[config.mk]
export PLATFORM = sky130hd
export DESIGN_NAME = tty_feeder
export DESIGN_NICKNAME = d
export VERILOG_FILES = /design/src/rtl/tty_pkg.sv /design/src/rtl/tty_fifo.sv /design/src/rtl/tty_feeder.sv
export SDC_FILE = /design/constraint.sdc
export NUM_CORES = 1
export LEC_CHECK = 0
export BUFFER_PORTS_ARGS = -buffer_cell sky130_fd_sc_hd__buf_2
export CAP_MARGIN = 5
export CELL_PAD_IN_SITES_DETAIL_PLACEMENT = 1
export CELL_PAD_IN_SITES_GLOBAL_PLACEMENT = 1
export CORE_MARGIN = 3
export CORE_UTILIZATION = 50
export DETAILED_ROUTE_END_ITERATION = 8
export MAX_ROUTING_LAYER = met4
export PLACE_DENSITY = 0.82
export SLEW_MARGIN = 0
export SYNTH_ARGS = -nofsm -noshare
export SYNTH_HDL_FRONTEND = slang
export SYNTH_HIERARCHICAL = 1
export SYNTH_SLANG_ARGS = --single-unit
export TNS_END_PERCENT = 20
[constraint.sdc]
create_clock -name clk_50mhz -period 2.5 [get_ports clk_50mhz]
set_input_delay 0.375 -clock clk_50mhz [delete_from_list [all_inputs] [get_ports clk_50mhz]]
set_output_delay 0.375 -clock clk_50mhz [all_outputs]
set_load 0.02 [all_outputs]
[src/rtl/tty_pkg.sv]
// Shared definitions for the VGA text-terminal feeder: control characters
// and the strobe FSM state encoding.
package tty_pkg;

   localparam logic [7:0] TTY_CR  = 8'h0D;
   localparam logic [7:0] TTY_LF  = 8'h0A;
   localparam logic [7:0] TTY_BS  = 8'h08;
   localparam logic [7:0] TTY_ESC = 8'h1B;

   typedef enum logic [1:0] {
      TTY_IDLE = 2'd0,
      TTY_HOLD = 2'd1,
      TTY_GAP  = 2'd2
   } tty_feed_state_t;

endpackage

[src/rtl/tty_fifo.sv]
// Synchronous DEPTH x 8 character FIFO with registered full/empty/level
// and asynchronous active-low clear of the control state.
module tty_fifo #(
   parameter int DEPTH = 16,
   parameter int LW    = $clog2(DEPTH + 1)
) (
   input  logic          clk_50mhz,
   input  logic          rst_n,
   input  logic          i_push,
   input  logic [7:0]    i_data,
   input  logic          i_pop,
   output logic [7:0]    o_data,
   output logic          o_full,
   output logic          o_empty,
   output logic [LW-1:0] o_level
);

   localparam int AW = $clog2(DEPTH);

   logic [7:0]    r_mem [DEPTH];
   logic [AW-1:0] r_wptr;
   logic [AW-1:0] r_rptr;
   logic [LW-1:0] r_level;
   logic          r_full;
   logic          r_empty;
   logic [LW-1:0] w_level_nxt;
   logic          w_push;
   logic          w_pop;

   // Qualify against the registered flags so a full FIFO rejects a push
   // even when a pop happens in the same cycle.
   assign w_push = i_push && !r_full;
   assign w_pop  = i_pop && !r_empty;

   always_comb begin
      w_level_nxt = r_level;
      if (w_push && !w_pop) begin
         w_level_nxt = r_level + LW'(1);
      end else if (w_pop && !w_push) begin
         w_level_nxt = r_level - LW'(1);
      end
   end

   always_ff @(posedge clk_50mhz or negedge rst_n) begin
      if (!rst_n) begin
         r_wptr  <= '0;
         r_rptr  <= '0;
         r_level <= '0;
         r_full  <= 1'b0;
         r_empty <= 1'b1;
      end else begin
         if (w_push) r_wptr <= r_wptr + AW'(1);
         if (w_pop)  r_rptr <= r_rptr + AW'(1);
         r_level <= w_level_nxt;
         r_full  <= (w_level_nxt == LW'(DEPTH));
         r_empty <= (w_level_nxt == '0);
      end
   end

   always_ff @(posedge clk_50mhz) begin
      if (w_push) r_mem[r_wptr] <= i_data;
   end

   assign o_data  = r_mem[r_rptr];
   assign o_full  = r_full;
   assign o_empty = r_empty;
   assign o_level = r_level;

endmodule

[src/rtl/tty_feeder.sv]
// Buffered character source driving the VGA terminal BUS/Memwrite strobe.
// Optional TTY_FEEDER_LF2CR_EN: translate LF (0x0A) to CR (0x0D) at pop time.
module tty_feeder
   import tty_pkg::*;
#(
   parameter int DEPTH       = 16,
   parameter int HOLD_CYCLES = 4,
   parameter int GAP_CYCLES  = 4
) (
   input  logic                         clk_50mhz,
   input  logic                         rst_n,
   input  logic                         wr_en,
   input  logic [7:0]                   wr_data,
   output logic                         full,
   output logic [$clog2(DEPTH+1)-1:0]   level,
   output logic                         ovf,
   input  logic                         ovf_clr,
   output logic [31:0]                  BUS,
   output logic                         Memwrite
);

   localparam int MAXC = (HOLD_CYCLES > GAP_CYCLES) ? HOLD_CYCLES : GAP_CYCLES;
   localparam int CW   = $clog2(MAXC + 1);
   localparam logic [CW-1:0] HOLD_LD = CW'(HOLD_CYCLES - 1);
   localparam logic [CW-1:0] GAP_LD  = CW'(GAP_CYCLES - 1);

   tty_feed_state_t r_state;
   logic [CW-1:0]   r_cnt;
   logic [7:0]      r_char;
   logic            r_mw;
   logic            r_ovf;
   logic [7:0]      w_fifo_data;
   logic            w_empty;
   logic            w_pop;

   function automatic logic [7:0] lf_xlate(input logic [7:0] c);
`ifdef TTY_FEEDER_LF2CR_EN
      return (c == TTY_LF) ? TTY_CR : c;
`else
      return c;
`endif
   endfunction

   tty_fifo #(
      .DEPTH (DEPTH),
      .LW    ($clog2(DEPTH + 1))
   ) u_fifo (
      .clk_50mhz (clk_50mhz),
      .rst_n     (rst_n),
      .i_push    (wr_en),
      .i_data    (wr_data),
      .i_pop     (w_pop),
      .o_data    (w_fifo_data),
      .o_full    (full),
      .o_empty   (w_empty),
      .o_level   (level)
   );

   // A character is taken from IDLE, or in the last GAP clock so the
   // back-to-back pitch is exactly HOLD_CYCLES + GAP_CYCLES.
   assign w_pop = !w_empty &&
                  ((r_state == TTY_IDLE) || ((r_state == TTY_GAP) && (r_cnt == '0)));

   always_ff @(posedge clk_50mhz or negedge rst_n) begin
      if (!rst_n) begin
         r_state <= TTY_IDLE;
         r_cnt   <= '0;
         r_char  <= '0;
         r_mw    <= 1'b0;
      end else if (w_pop) begin
         r_state <= TTY_HOLD;
         r_cnt   <= HOLD_LD;
         r_char  <= lf_xlate(w_fifo_data);
         r_mw    <= 1'b1;
      end else begin
         case (r_state)
            TTY_HOLD: begin
               if (r_cnt == '0) begin
                  r_state <= TTY_GAP;
                  r_cnt   <= GAP_LD;
                  r_mw    <= 1'b0;
               end else begin
                  r_cnt <= r_cnt - CW'(1);
               end
            end
            TTY_GAP: begin
               if (r_cnt == '0) begin
                  r_state <= TTY_IDLE;
                  r_cnt   <= '0;
               end else begin
                  r_cnt <= r_cnt - CW'(1);
               end
            end
            default: begin
               r_state <= TTY_IDLE;
            end
         endcase
      end
   end

   // A set in the same cycle as a clear wins, so no overflow is lost.
   always_ff @(posedge clk_50mhz or negedge rst_n) begin
      if (!rst_n) begin
         r_ovf <= 1'b0;
      end else if (wr_en && full) begin
         r_ovf <= 1'b1;
      end else if (ovf_clr) begin
         r_ovf <= 1'b0;
      end
   end

   assign ovf      = r_ovf;
   assign BUS      = {24'h000000, r_char};
   assign Memwrite = r_mw;

endmodule

==> results.cfg <==
[timing]
slew_violations = 0
fin_skew_ns = 0.00681
fin_crit_ns = 2.31
max_slew.worst_pin.slew_ns = 0.747
finalHoldViolations = 0
timing.fmax_mhz = 433
rsz0062_at_grt = no
fin_crit_sh_pct = 92.3
fin_setup_tns_ns = 0
slew_headroom_pct = 50.2
setup_viol = 0

[worst_setup_path]
arrival_ns = 2.63
critPathTopFamily = simple AND/OR/NAND/NOR gates
cp_max_fo = 7
worst_setup_path_end_kind = register
startpoint_type = register
path_class = register to register
cpMaxStageDelayCell = dfrtp_1
r2r_setup_slack_ns = 0.19
path_cells = inv_1 -> ha_2 -> nand2b_4 -> a211oi_4 -> nor2b_1 -> buf_4 -> nor2_1 -> nor4_2 -> o32ai_1 -> nor3b_1
cpPeakStageDelay_ns = 0.39
critical_path_buf_inv_count = 2
required_ns = 2.82

[clock_network]
cts-buffers-inserted = 17
clock_sinks = 158
cts-root-buf = clkbuf_16
clk_pin_slew_ns = 0.06
post_cts_buffers = 0
cts_tree = yes
clk-insertion-delay-late_ns = 0.42
htree_levels = 4
cts_buffer_depth = 2

[global_route]
grt_pass1_vias = 3534
grt_overflow_total = 0
grt_max_degree = 36
grtUsageTotal_pct = 20.7
antenna_found_initial = 0
grt_pass1_wl_um = 21400

[cells_and_area]
antenna_cells = 0
final_area_um2 = 7490
finalNetCount = 440
finalCoreUtilization_pct = 58.2
layout-drive-gt1-share_pct = 20.8
final_cell_mix = edfxtp_1, dfrtp_1, buf_2, conb_1
synthToLayoutAreaGrowth_pct = 11.2
final_common_cell = edfxtp_1

[yosys]
synth_seq_cells = 158
yosys_most_used_dff = edfxtp_1
ys_seq_area_share_pct = 68.2
ys_types = 47
synth_edf_count = 128
ys_warn_count = 6
avgSynthCellArea_um2 = 17.7
synthArstFlopShare_pct = 19.0
synth_cells = 381
syn_area_um2 = 6740

[floorplan]
core_um2 = 12900
die_y_um = 122
die_area_um2 = 14900
die-width_um = 122
pin_count = 52
num_rows = 41
initial_core_util_pct = 52.3

[drt]
first_iter_violations = 250
wirelength_um = 13700
drtPass1Iterations = 6
wl_per_cell_um = 22.7
num_vias = 3429
postRouteAntennaNets = 0
drcViolationCount = 0
vias_per_cell = 5.68

[power]
leakage_nw = 2.73
power_density_nw_per_um2 = 1190
peakVddDrop_mv = 0.718

[placed_design]
dpl_cell_area_um2 = 6940
hpwl_um = 8910
portBuffers = 27
routabilityCongestion = 0.775

[flow_run]
drv_cap = 0

[min_path]
hold_class = primary input to asynchronous set/reset pin

[status]
status = finished clean
[path summary, 6_finish.rpt]
kind | depth (start not counted) | startpoint | to
hold reg to reg | 1 | r_char[2] | r_char[2]
min in group clk_50mhz | 2 | ovf_clr | ovf
hold / removal | 1 | rst_n | r_cnt[1]
setup reg to reg | 10 | r_cnt[0] | u_fifo/o_full
setup / recovery | 10 | r_cnt[0] | u_fifo/o_full
max in group asynchronous | 1 | rst_n | u_fifo/r_rptr[0]
[power by group]
part / total, mW / switching [mW] / internal (mW)
Combinational: 2.88 / 1.63 / 1.25
Sequential: 3.64 / 0.326 / 3.31
Clock: 2.38 / 0.942 / 1.44
Total: 8.90 / 2.89 / 6.00
[repair_timing]
item                       CTS  global route
hold buffers                 0             0
setup endpoints to repair    0             2
hold endpoints to repair     0             0
gates resized for setup      0             2
[routing by layer]
metal / vias up / GRT usage [%] / wire length, um
li1: 1508 / - / -
met1: 1790 / 27.7 / 5690
met2: 123 / 32.5 / 7180
met3: 8 / 4.09 / 776
met4: 0 / 6.72 / 85
met5: - / - / 0
[synthesized netlist by cell type (3+ instances only)]
library cell	count	share of area [%]
a22oi_1	19	2.1
clkbuf_1	3	0.17
edfxtp_1	128	57
mux4_1	18	7.0
buf_6	4	0.67
mux4_2	14	4.7
mux2_2	8	1.3
dfrtp_1	29	11
xnor2_1	8	1.0
nor2b_1	4	0.37
nor2_1	9	0.50
nand2b_1	4	0.37
o21ai_0	5	0.37
inv_1	10	0.56
and3_1	3	0.28
nor3_1	5	0.37
nand3_1	4	0.30
buf_4	25	2.8
ha_1	9	1.7
nand2_1	19	1.1
buf_2	4	0.30
and2_1	18	1.7
[flip-flops by register name (all words and copies together), names as in the netlist]
signal and cells:
u_fifo/r_mem 128, r_cnt 3, Memwrite 1, r_char 8, u_fifo/o_full 1, r_state 2, u_fifo/o_level 5, ovf 1
u_fifo/r_wptr 4, u_fifo/r_rptr 4, u_fifo/o_empty 1
[kinds of logic after synthesis]
group	share of synthesized area, %
AO/OA/AOI/OAI	4.11
XOR/XNOR	1.28
adder cells (fa/ha/maj)	1.82
buffers and inverters	5.07
flip-flops	68.2
multiplexers	13.2
other	0.0557
AND/OR/NAND/NOR	6.24
[stage by stage]
stage	setup WS (ns)	power, mW	cells	hold WS (ns)
after floorplan	0.359	5.76	404	0.0794
after global placement	0.374	6.39	572	0.471
after detailed placement	0.111	6.54	572	0.491
after CTS	0.0252	8.98	604	0.0411
after global routing	0.0133	9.37	604	0.0644
final	0.193	8.90	604	0.0264
[cell type report]
type	instances	area, um^2
clock buffer	21	440
clock inverter	11	98.8
fill	1172	5390
inverter	10	37.5
multi-input combinational	197	1890
sequential	158	4600
tap	172	215
timing repair buffer	35	208
No activity file was read; power rests on OpenSTA's default activity.
